--- config.mk ---
export PLATFORM = sky130hd
export DESIGN_NAME = shape_processor_mc
export DESIGN_NICKNAME = d
export VERILOG_FILES = /design/src/rtl/shape_processor_pkg.sv /design/src/rtl/shape_processor_ctrl_check.sv /design/src/rtl/shape_processor_mc.sv
export SDC_FILE = /design/constraint.sdc
export NUM_CORES = 1
export LEC_CHECK = 0
export ABC_CLOCK_PERIOD_IN_PS = 5000
export CORE_MARGIN = 5
export CORE_UTILIZATION = 57
export CTS_CLUSTER_DIAMETER = 80
export DETAILED_ROUTE_END_ITERATION = 16
export MAX_ROUTING_LAYER = met4
export PLACE_DENSITY = 0.85
export SYNTH_ARGS = -nofsm -noshare
export SYNTH_HDL_FRONTEND = slang
export SYNTH_SLANG_ARGS = --single-unit
--- constraint.sdc ---
create_clock -name clk -period 5 [get_ports clk]
set_input_delay 0.75 -clock clk [delete_from_list [all_inputs] [get_ports clk]]
set_output_delay 0.75 -clock clk [all_outputs]
set_load 0.02 [all_outputs]
--- src/rtl/shape_processor_pkg.sv ---
// Shared types, STATUS layout and CTRL field rules for the shape processor SFR block.
package shape_processor_pkg;

   typedef enum logic [2:0] {
      CIRCLE     = 3'd0,
      RECTANGLE  = 3'd1,
      TRIANGLE   = 3'd2,
      KEEP_SHAPE = 3'd7
   } shape_e;

   typedef enum logic [2:0] {
      PERIMETER      = 3'd0,
      AREA           = 3'd1,
      IS_SQUARE      = 3'd2,
      IS_EQUILATERAL = 3'd3,
      IS_ISOSCELES   = 3'd4,
      KEEP_OPERATION = 3'd7
   } operation_e;

   typedef struct packed {
      operation_e operation;
      shape_e     shape;
   } ctrl_sfr_reg;

   localparam ctrl_sfr_reg CTRL_RESET = '{operation: PERIMETER, shape: CIRCLE};

   // STATUS bit positions
   localparam int ST_RSV_SHAPE = 0;
   localparam int ST_RSV_OP    = 1;
   localparam int ST_ILLEGAL   = 2;
   localparam int ST_BAD_ADDR  = 3;
   localparam int ST_BUSY_REJ  = 4;
   localparam int ST_CNT_LSB   = 8;
   localparam int ST_BUSY      = 16;
   localparam int STICKY_W     = 5;

   function automatic logic is_reserved_shape(logic [2:0] s);
      return (s >= 3'd3) && (s <= 3'd6);
   endfunction

   function automatic logic is_reserved_operation(logic [2:0] o);
      return (o == 3'd5) || (o == 3'd6);
   endfunction

   function automatic logic is_legal_combination(shape_e s, operation_e o);
      logic ok;
      ok = 1'b0;
      case (s)
         CIRCLE:    ok = (o == PERIMETER) || (o == AREA);
         RECTANGLE: ok = (o == PERIMETER) || (o == AREA) || (o == IS_SQUARE);
         TRIANGLE:  ok = (o == PERIMETER) || (o == AREA) ||
                         (o == IS_EQUILATERAL) || (o == IS_ISOSCELES);
         default:   ok = 1'b0;
      endcase
      return ok;
   endfunction

   // KEEP_* fields take the value currently held by the register being written.
   function automatic ctrl_sfr_reg resolve_keep(logic [6:0] fields, ctrl_sfr_reg cur);
      ctrl_sfr_reg r;
      r.shape     = (fields[2:0] == 3'd7) ? cur.shape     : shape_e'(fields[2:0]);
      r.operation = (fields[6:4] == 3'd7) ? cur.operation : operation_e'(fields[6:4]);
      return r;
   endfunction

   function automatic logic [31:0] ctrl_to_word(ctrl_sfr_reg c);
      return {25'd0, c.operation, 1'b0, c.shape};
   endfunction

endpackage

--- src/rtl/shape_processor_ctrl_check.sv ---
// Resolves KEEP fields of a CTRL write against the target register and flags rejections.
module shape_processor_ctrl_check
   import shape_processor_pkg::*;
(
   input  logic [31:0] write_data_i,
   input  ctrl_sfr_reg current_i,
   output ctrl_sfr_reg resolved_o,
   output logic        rsv_shape_o,
   output logic        rsv_op_o,
   output logic        illegal_o
);

   logic unused_wdata;
   assign unused_wdata = ^{write_data_i[31:7], write_data_i[3]};

   assign resolved_o  = resolve_keep(write_data_i[6:0], current_i);
   assign rsv_shape_o = is_reserved_shape(write_data_i[2:0]);
   assign rsv_op_o    = is_reserved_operation(write_data_i[6:4]);
   // Combination is only judged once both fields are known-good encodings.
   assign illegal_o   = !rsv_shape_o && !rsv_op_o &&
                        !is_legal_combination(resolved_o.shape, resolved_o.operation);

endmodule

--- src/rtl/shape_processor_mc.sv ---
// Multi-channel shape CTRL register file with STATUS, optional shadow set and commit FSM.
//
// state     | meaning
// ----------+-----------------------------------------------------------
// S_IDLE    | no commit running, channel and COMMIT writes accepted
// S_COMMIT  | copying shadow[ch_cnt_q] -> active[ch_cnt_q], one per cycle
module shape_processor_mc
   import shape_processor_pkg::*;
#(
   parameter int NUM_CHANNELS = 4,
   parameter int SHADOWED     = 1,
   localparam int ADDR_W      = $clog2(NUM_CHANNELS + 2)
) (
   input  logic              clk,
   input  logic              rst_n,
   input  logic              write,
   input  logic [ADDR_W-1:0] address,
   input  logic [31:0]       write_data,
   input  logic              read,
   output logic [31:0]       read_data,
   output logic              error,
   output logic              busy
);

   localparam int CH_W = (NUM_CHANNELS > 1) ? $clog2(NUM_CHANNELS) : 1;
   localparam logic [ADDR_W-1:0] A_STATUS = ADDR_W'(NUM_CHANNELS);
   localparam logic [ADDR_W-1:0] A_COMMIT = ADDR_W'(NUM_CHANNELS + 1);
   localparam logic [CH_W-1:0]   CH_LAST  = CH_W'(NUM_CHANNELS - 1);

   typedef enum logic {S_IDLE, S_COMMIT} state_e;

   state_e            state_q;
   logic [CH_W-1:0]   ch_cnt_q;
   logic              busy_q;
   ctrl_sfr_reg       active_q [NUM_CHANNELS];
   ctrl_sfr_reg       shadow_q [NUM_CHANNELS];
   logic [STICKY_W-1:0] sticky_q, sticky_d;
   logic [7:0]        cnt_q, cnt_d;
   logic              error_q, error_d;
   logic [31:0]       read_data_q, read_data_d;

   logic              is_ch, is_status, is_commit, is_bad;
   logic [CH_W-1:0]   ch_idx;
   ctrl_sfr_reg       cur_target, resolved;
   logic              rsv_shape, rsv_op, illegal;
   logic [STICKY_W-1:0] rej;
   logic              ch_wr, commit_go, stat_wr;
   logic [7:0]        cnt_base;
   logic [31:0]       status_word;

   assign is_ch     = address < A_STATUS;
   assign is_status = address == A_STATUS;
   assign is_commit = address == A_COMMIT;
   assign is_bad    = address > A_COMMIT;
   assign ch_idx    = address[CH_W-1:0];
   assign stat_wr   = write && is_status;

   // KEEP resolves against whichever register set a channel write lands in.
   always_comb begin
      cur_target = CTRL_RESET;
      if (is_ch) begin
         cur_target = (SHADOWED != 0) ? shadow_q[ch_idx] : active_q[ch_idx];
      end
   end

   shape_processor_ctrl_check u_check (
      .write_data_i (write_data),
      .current_i    (cur_target),
      .resolved_o   (resolved),
      .rsv_shape_o  (rsv_shape),
      .rsv_op_o     (rsv_op),
      .illegal_o    (illegal)
   );

   // Access decode: rejection causes, accepted channel writes and commit launch.
   always_comb begin
      rej       = '0;
      ch_wr     = 1'b0;
      commit_go = 1'b0;
      if (write) begin
         if (is_ch) begin
            if (busy_q) begin
               rej[ST_BUSY_REJ] = 1'b1;
            end else begin
               rej[ST_RSV_SHAPE] = rsv_shape;
               rej[ST_RSV_OP]    = rsv_op;
               rej[ST_ILLEGAL]   = illegal;
               ch_wr = !(rsv_shape || rsv_op || illegal);
            end
         end else if (is_commit) begin
            if (SHADOWED == 0) begin
               rej[ST_BAD_ADDR] = 1'b1;
            end else if (busy_q) begin
               rej[ST_BUSY_REJ] = 1'b1;
            end else begin
               commit_go = write_data[0];
            end
         end else if (is_bad) begin
            rej[ST_BAD_ADDR] = 1'b1;
         end
      end
      if (read && is_bad) begin
         rej[ST_BAD_ADDR] = 1'b1;
      end
   end

   // STATUS next state: clear first so a same-cycle rejection wins; reads see pre-write values.
   always_comb begin
      sticky_d = sticky_q & ~(stat_wr ? write_data[STICKY_W-1:0] : '0);
      sticky_d = sticky_d | rej;
      cnt_base = (stat_wr && write_data[8]) ? 8'd0 : cnt_q;
      cnt_d    = ((|rej) && (cnt_base != 8'hFF)) ? cnt_base + 8'd1 : cnt_base;
      error_d  = |rej;
      status_word = {15'd0, busy_q, cnt_q, 3'd0, sticky_q};
      read_data_d = read_data_q;
      if (read) begin
         if (is_ch) begin
            read_data_d = ctrl_to_word(active_q[ch_idx]);
         end else if (is_status) begin
            read_data_d = status_word;
         end else begin
            read_data_d = 32'd0;
         end
      end
   end

   // Commit sequencer: walks every channel once, busy mirrors the COMMIT state.
   always_ff @(posedge clk or negedge rst_n) begin
      if (!rst_n) begin
         state_q  <= S_IDLE;
         ch_cnt_q <= '0;
         busy_q   <= 1'b0;
      end else begin
         case (state_q)
            S_IDLE: begin
               if (commit_go) begin
                  state_q  <= S_COMMIT;
                  ch_cnt_q <= '0;
                  busy_q   <= 1'b1;
               end
            end
            S_COMMIT: begin
               if (ch_cnt_q == CH_LAST) begin
                  state_q  <= S_IDLE;
                  ch_cnt_q <= '0;
                  busy_q   <= 1'b0;
               end else begin
                  ch_cnt_q <= ch_cnt_q + 1'b1;
               end
            end
            default: begin
               state_q  <= S_IDLE;
               ch_cnt_q <= '0;
               busy_q   <= 1'b0;
            end
         endcase
      end
   end

   // Channel register sets: accepted writes and commit copies.
   always_ff @(posedge clk or negedge rst_n) begin
      if (!rst_n) begin
         for (int i = 0; i < NUM_CHANNELS; i++) begin
            active_q[i] <= CTRL_RESET;
            shadow_q[i] <= CTRL_RESET;
         end
      end else begin
         if (ch_wr) begin
            if (SHADOWED != 0) begin
               shadow_q[ch_idx] <= resolved;
            end else begin
               active_q[ch_idx] <= resolved;
            end
         end
         if (state_q == S_COMMIT) begin
            active_q[ch_cnt_q] <= shadow_q[ch_cnt_q];
         end
      end
   end

   // STATUS, error pulse and read data registers.
   always_ff @(posedge clk or negedge rst_n) begin
      if (!rst_n) begin
         sticky_q    <= '0;
         cnt_q       <= '0;
         error_q     <= 1'b0;
         read_data_q <= '0;
      end else begin
         sticky_q    <= sticky_d;
         cnt_q       <= cnt_d;
         error_q     <= error_d;
         read_data_q <= read_data_d;
      end
   end

   assign read_data = read_data_q;
   assign error     = error_q;
   assign busy      = busy_q;

endmodule

* Word level (Yosys, flattened, before mapping) *
Index checks and enable logic that the tools add are counted.

operators by class
  bitwise gates (word level) = 6
  multiplexer cells = 50
  add/subtract/negate cells = 2
  magnitude comparators = 8
  reduce and logical (&&, ||, !) cells = 24
  equal/unequal tests = 16

operator list
  cell                                                                    count
  6-bit 2-to-1 mux                                                        9
  24-bit bitwise mux                                                      2
  6-bit binary-select mux with 2-bit select                               3
  17-bit 2-to-1 mux                                                       2
  6-bit demux with 2-bit select                                           2
  3-bit equality test (second input constant)                             7
  1-bit 2-to-1 mux                                                        18
  8-bit 2-to-1 mux                                                        2
  3-bit 2-to-1 mux                                                        4
  5-bit 2-to-1 mux                                                        2
  3-bit by 2-bit equality test with 1-bit output (second input constant)  3
  1-bit logical AND                                                       9
  8-bit by 1-bit adder with 8-bit output (second input constant)          1
  8-bit != test (second input constant)                                   1
  1-bit logical OR                                                        7
  3-bit by 1-bit equality test with 1-bit output (second input constant)  2
  3-bit >= comparator (second input constant)                             2
  3-bit logical NOT                                                       2
  3-bit by 1-bit < comparator with 1-bit output (second input constant)   2
  2-bit NOT with 3-bit output                                             2
  5-bit AND                                                               1
  5-bit NOT                                                               1
  5-bit OR                                                                1
  5-bit OR reduction                                                      1
  other kinds (15)                                                        20

storage, ports and cells
  input port bits = 39
  output and inout bits = 34
  register bits = 98

* Logic depth before layout (Yosys ltp) *
  depth in word-level cells = 20
  mapped depth = 14
  gate-level depth less buffers = 12

* Cells and area by module *
A second synthesis with hierarchy kept.

unflattened totals
  cell total of the unflattened synthesis = 339
  area, all modules = 4187.8 um^2

by module, submodules not included
  module                      instances  cells each  area an instance (um^2)  seq. area each (um^2)
  shape_processor_mc          1          312         3993.8                   2052.0
  shape_processor_ctrl_check  1          27          193.9                    0.0

* Worst setup path before layout *
No wires, ideal clock.

  path kind = input-to-reg
  from = in address[1]
  to = reg cnt_q[1]
  cell stages on the path = 13
  buffers on the path = 2
  setup slack = 1.786 ns
  required time = 4.872 ns
  arrival time = 3.086 ns
  cells stage by stage = buf_6 buf_6 nor2_1 nand2_1 nor2_1 nand2_1 and2_1 ha_1 nand3_1 a211oi_1 a31oi_1 nand2_1 mux2_1

between the ends
  cells in the longest elaborated chain, start to end = 19
  elaborated cells between the ends (all ways) = 44
  those cells by class = 1 x add/sub; 2 x order compare; 9 x eq/ne; 18 x mux; 1 x bitwise; 13 x reduce/logical

RTL lines
  item                                                                                        line                                                                             source
  from (decl)                                                                                 shape_processor_mc.sv:17                                                         input logic [ADDR_W-1:0] address,
  2-bit NOT with 3-bit output                                                                 --
  6-bit binary-select mux with 2-bit select                                                   shape_processor_mc.sv:62                                                         cur_target = (SHADOWED != 0) ? shadow_q[ch_idx] : active_q[ch_idx];
  6-bit 2-to-1 mux (not written as such) (2 in series)                                        shape_processor_mc.sv:62
  6-bit 2-to-1 mux                                                                            shape_processor_mc.sv:61                                                         if (is_ch) begin
  3-bit 2-to-1 mux                                                                            shape_processor_pkg.sv:62                                                        r.operation = (fields[6:4] == 3'd7) ? cur.operation : operation_e'(fields[6:4]);
  3-bit by 1-bit equality test with 1-bit output / 3-bit logical NOT (equally long branches)  shape_processor_pkg.sv:49, shape_processor_pkg.sv:50, shape_processor_pkg.sv:51
  1-bit logical OR                                                                            shape_processor_pkg.sv:49, shape_processor_pkg.sv:50, shape_processor_pkg.sv:51
  1-bit logical OR                                                                            shape_processor_pkg.sv:51                                                        TRIANGLE: ok = (o == PERIMETER) || (o == AREA) ||
  (+3 left out)                                                                               --
  1-bit logical AND                                                                           shape_processor_ctrl_check.sv:20                                                 assign illegal_o = !rsv_shape_o && !rsv_op_o &&
  3-bit 2-to-1 mux                                                                            shape_processor_mc.sv:82                                                         if (busy_q) begin
  3-bit 2-to-1 mux                                                                            shape_processor_mc.sv:81                                                         if (is_ch) begin
  5-bit 2-to-1 mux                                                                            shape_processor_mc.sv:80                                                         if (write) begin
  5-bit OR reduction                                                                          shape_processor_mc.sv:112                                                        cnt_d = ((|rej) && (cnt_base != 8'hFF)) ? cnt_base + 8'd1 : cnt_base;
  1-bit logical AND                                                                           shape_processor_mc.sv:112
  8-bit 2-to-1 mux (*)                                                                        shape_processor_mc.sv:112
  named net cnt_d[1]                                                                          shape_processor_mc.sv:38                                                         logic [7:0] cnt_q, cnt_d;
  to (signal assigned)                                                                        shape_processor_mc.sv:190                                                        cnt_q <= cnt_d;
  to (decl)                                                                                   shape_processor_mc.sv:38

The timed path passes the listed nets; every way through them passes the cells marked *. The select of a mux whose other input is x is not followed.
A chain may end at the register's enable or synchronous reset.

* Worst setup path after layout *
  from = in address[2]
  to = reg cnt_q[1]

between the ends
  cells in the longest elaborated chain, start to end = 16
  elaborated cells between the ends (all ways) = 40
  those cells by class = 1 x add/sub; 2 x order compare; 9 x eq/ne; 15 x mux; 13 x reduce/logical

RTL lines
  item                                                                                        line                                                                             source
  3-bit < comparator                                                                          shape_processor_mc.sv:51                                                         assign is_ch = address < A_STATUS;
  6-bit 2-to-1 mux                                                                            shape_processor_mc.sv:61
  3-bit 2-to-1 mux                                                                            shape_processor_pkg.sv:62
  3-bit by 1-bit equality test with 1-bit output / 3-bit logical NOT (equally long branches)  shape_processor_pkg.sv:49, shape_processor_pkg.sv:50, shape_processor_pkg.sv:51
  1-bit logical OR                                                                            shape_processor_pkg.sv:49, shape_processor_pkg.sv:50, shape_processor_pkg.sv:51
  1-bit logical OR                                                                            shape_processor_pkg.sv:51
  1-bit logical OR                                                                            shape_processor_pkg.sv:52                                                        (o == IS_EQUILATERAL) || (o == IS_ISOSCELES);
  1-bit one-hot mux with 3 select lines                                                       shape_processor_pkg.sv:48                                                        case (s)
  1-bit logical NOT                                                                           shape_processor_ctrl_check.sv:21                                                 !is_legal_combination(resolved_o.shape, resolved_o.operation);
  1-bit logical AND                                                                           shape_processor_ctrl_check.sv:20
  3-bit 2-to-1 mux                                                                            shape_processor_mc.sv:82
  3-bit 2-to-1 mux                                                                            shape_processor_mc.sv:81
  5-bit 2-to-1 mux                                                                            shape_processor_mc.sv:80
  5-bit OR reduction                                                                          shape_processor_mc.sv:112
  1-bit logical AND                                                                           shape_processor_mc.sv:112
  8-bit 2-to-1 mux (*)                                                                        shape_processor_mc.sv:112
  named net cnt_d[1]                                                                          shape_processor_mc.sv:38

The timed path passes the listed nets; every way through them passes the cells marked *.

==> summary.txt <==
Synthesis
  • Async S/R FF share, synth: 1.00
  • Sequential-to-total area share from yosys stat: 0.484
  • Syn Std Cell Area: 0.00424 mm^2
  • Number of synthesized register bits: between 80 and 90
  • Mean Syn Cell Area: 12.3 um^2
  • Number of synthesis warnings: 0
  • Syn Inst Count: 345
  • Post-synth EDFFs: 0
  • Distinct cells, synth: 49
  • Ys flop type: dfrtp_1

Critical path
  • CP Capture Type: flop
  • Critical path class: in -> reg
  • Worst R2R Setup Slack: 2.43 ns
  • CP Data Required Time: 5.24 ns
  • Worst R2R End: shadow_q[5]
  • FF-to-FF Start: shadow_q[5]
  • Worst R2R Path Depth: 8
  • CP startpoint: address[2]
  • Critical path arrival: between 4 and 5 ns
  • Startpoint Class: primary input
  • Crit Path Max Fanout: 12
  • CP Capture Point: cnt_q[1]

GRT
  • Met1 Use GR: 0.278
  • Busiest grt layer: met2
  • Total track usage: 0.210
  • Grt total ovfl: 0
  • Initial antenna violation count: 0
  • Met3 Track Usage GR: 0.0407
  • Largest net degree at the start of global routing: 83
  • First-pass GRT wire length: 14.2 mm
  • Global routing usage on met2: 0.325
  • Vias in the first global route: 2,752

Routing
  • DRT Pass-1 Iters: 4
  • DR vias/cell: 5.80
  • Routed len/inst: 18.0 um
  • Total detailed-routing wirelength: 8.61 mm
  • DRT iter0 DRCs: 219
  • Via count: 2,779
  • Routed Antenna Nets: 0
  • # DRC: 0

Timing
  • Fin. Hold Viols: 0
  • Fin crit share: 0.791
  • Setup Viol. Count Final: 0
  • Max-slew violation count: 0
  • Unrepaired setup endpoints after global routing: false
  • Setup WS post-layout: 1.05 ns
  • Fin Clk Skew: a little over 0.01 ns
  • Worst slew pin tran: 1.00 ns
  • TNS Setup: 0 ns
  • Max frequency: 0.253 GHz
  • Slew Limit Headroom: 0.333
  • Tmin final: 3.95 ns

Clocking
  • Clk buf depth: 2
  • Worst-path clk slew: 0.07 ns
  • Post-CTS sizing: 0
  • CTS sink count: between 80 and 90
  • CTS tree: yes
  • Post-CTS Hold Fix Bufs: 0
  • CTS Buf Count: 9
  • Root Buffer: clkbuf_8
  • Clk_lat worst skew: 0.36 ns
  • H-tree Lvls: 3
  • Post-CTS Setup Bufs: 0

Cells and area
  • Nets: 420
  • Area grow syn2layout: 12.8%
  • Fill cells: 561
  • Post-route insts no fill: 479
  • Share of layout cells above drive strength 1: 0.197
  • Ant diodes: 0

Pwr
  • Leakage: 0.00224 uW
  • Worst VDD drop: 0.163 mV
  • Cell Pwr Density: 333 mW/mm^2

Placed design
  • DP Wirelength: 6.15 mm
  • GPL Wtd Cong: between 0.8 and 0.9
  • IO Port Bufs: 32
  • Dpl ws: 0.663 ns
  • DP Cell Count: about 460

Hold path
  • Hold crit path type: reg -> reg
  • Hold Crit Depth: 1

Die
  • Die X: 96.2 um
  • Die area: 0.00925 mm^2
  • Core ar.: 0.00725 mm^2
  • Initial Util: 0.584
  • Chip Height: 96.2 um
  • Io pins: 73
  • Row Count: 31

Job
  • Max_cap viols: 0

Outcome
  • Status: finished, final reports clean
-- state kept, by name, indices dropped and copies added (netlist names) --
signal and cells:
read_data 16, sticky_q 5, busy 1, shadow_q 24, ch_cnt_q 2, error 1
state_q 1, cnt_q 8, active_q 24
-- synthesized netlist by cell type, drive strengths merged (3+ instances only) --
| library cell | instances | area [um^2] |
|---|---|---|
| dfrtp | 82 | 2050 |
| nand2 | 47 | 191 |
| mux2 | 46 | 556 |
| buf | 23 | 169 |
| nor2 | 18 | 75.1 |
| mux2i | 14 | 140 |
| mux4 | 12 | 270 |
| o2bb2ai | 11 | 103 |
| nor3 | 8 | 40.0 |
| o211ai | 8 | 60.1 |
| o21ai | 8 | 40.0 |
| and2 | 7 | 43.8 |
| clkbuf | 6 | 22.5 |
| ha | 5 | 62.6 |
| nand3 | 5 | 37.5 |
| a21oi | 4 | 20.0 |
| a221oi | 4 | 35.0 |
| o31ai | 4 | 30.0 |
| a31oi | 3 | 18.8 |
| inv | 3 | 11.3 |
| o21a | 3 | 25.0 |
| xor2 | 3 | 26.3 |
-- area by class of cell --
type                       count  area, um^2  share of cell area
clock buffer                  13         159              0.0333
timing repair buffer          34         333              0.0697
sequential                    82        2050               0.430
multi-input combinational    244        2030               0.425
tap                           99         124              0.0259
clock inverter                 2        60.1              0.0126
inverter                       5        18.8             0.00393
-- report_power, final --
group	switching (uW)	internal (uW)
Combinational	148	118
Sequential	82.0	715
Clock	221	306
Total	451	1140
-- worst min path at each step --
stage / start / endpoint / slack, ns
finish: read_data[3] / read_data[3] / 0.49
global route: read_data[10] / read_data[10] / 0.51
CTS: read_data[10] / read_data[10] / 0.49
detailed placement: read_data[10] / read_data[10] / 0.47
global placement: read_data[9] / read_data[9] / 0.47
floorplan: sticky_q[2] / sticky_q[2] / 0.44
-- routing by layer --
metal  vias to the layer above  wire (um)
met4                         0         94
li1                       1283          -
met5                         -          0
met1                      1401       3760
met3                        14        482
met2                        81       4270
-- placed cells by master, fill, tap and decap left out, types with 2 or more instances in the layout --
cell type / count
a21oi_1: 4
nand2b_1: 2
a31oi_1: 3
clkbuf_1: 2
mux2_1: 12
clkinv_1: 2
nand4_1: 2
o2bb2ai_1: 10
mux4_2: 12
a221oi_1: 4
and2_1: 7
dfrtp_1: 82
nand2_1: 45
o31ai_1: 4
o211ai_1: 8
xor2_1: 3
nor3_1: 8
inv_1: 3
nand3_1: 4
nor2_1: 17
o41ai_2: 2
nand2_4: 2
clkdlybuf4s50_1: 31
o21a_2: 2
mux2i_1: 14
clkbuf_8: 11
o21ai_0: 8
conb_1: 16
bufinv_16: 2
mux2_4: 10
buf_4: 3
mux2_2: 24
ha_1: 5
-- worst max-delay path, cell delays in order --
cell	delay, ns
clkdlybuf4s50_1	0.74
nand2_1	0.37
nor2_1	0.47
nand2_1	0.28
and2_1	0.26
ha_1	0.20
nand3_1	0.13
a211oi_1	0.08
a31oi_1	0.25
nand2_1	0.26
mux2_1	0.38
-- cell families after synthesis --
kind of cell / Yosys count / synth area share
AOI/OAI and AO/OA: 51 / 0.0937
xor gates and xnor gates: 4 / 0.00827
adders and majority gates: 5 / 0.0148
buffers and inverters: 34 / 0.0496
DFF: 82 / 0.484
muxes: 72 / 0.228
other: 1 / 0.000885
and+or+nand+nor: 96 / 0.120
-- stage by stage --
step                utilization  total power (uW)  hold WS (ns)  instance area, um^2
global placement          0.628              1060         0.469                 4560
detailed placement        0.628              1080         0.472                 4560
global route              0.658              1670         0.506                 4780
floorplan                     -               982         0.444                 4290
finish                    0.658              1590         0.490                 4780
CTS                       0.658              1600         0.493                 4780
Power figures use the tool's default switching activity.
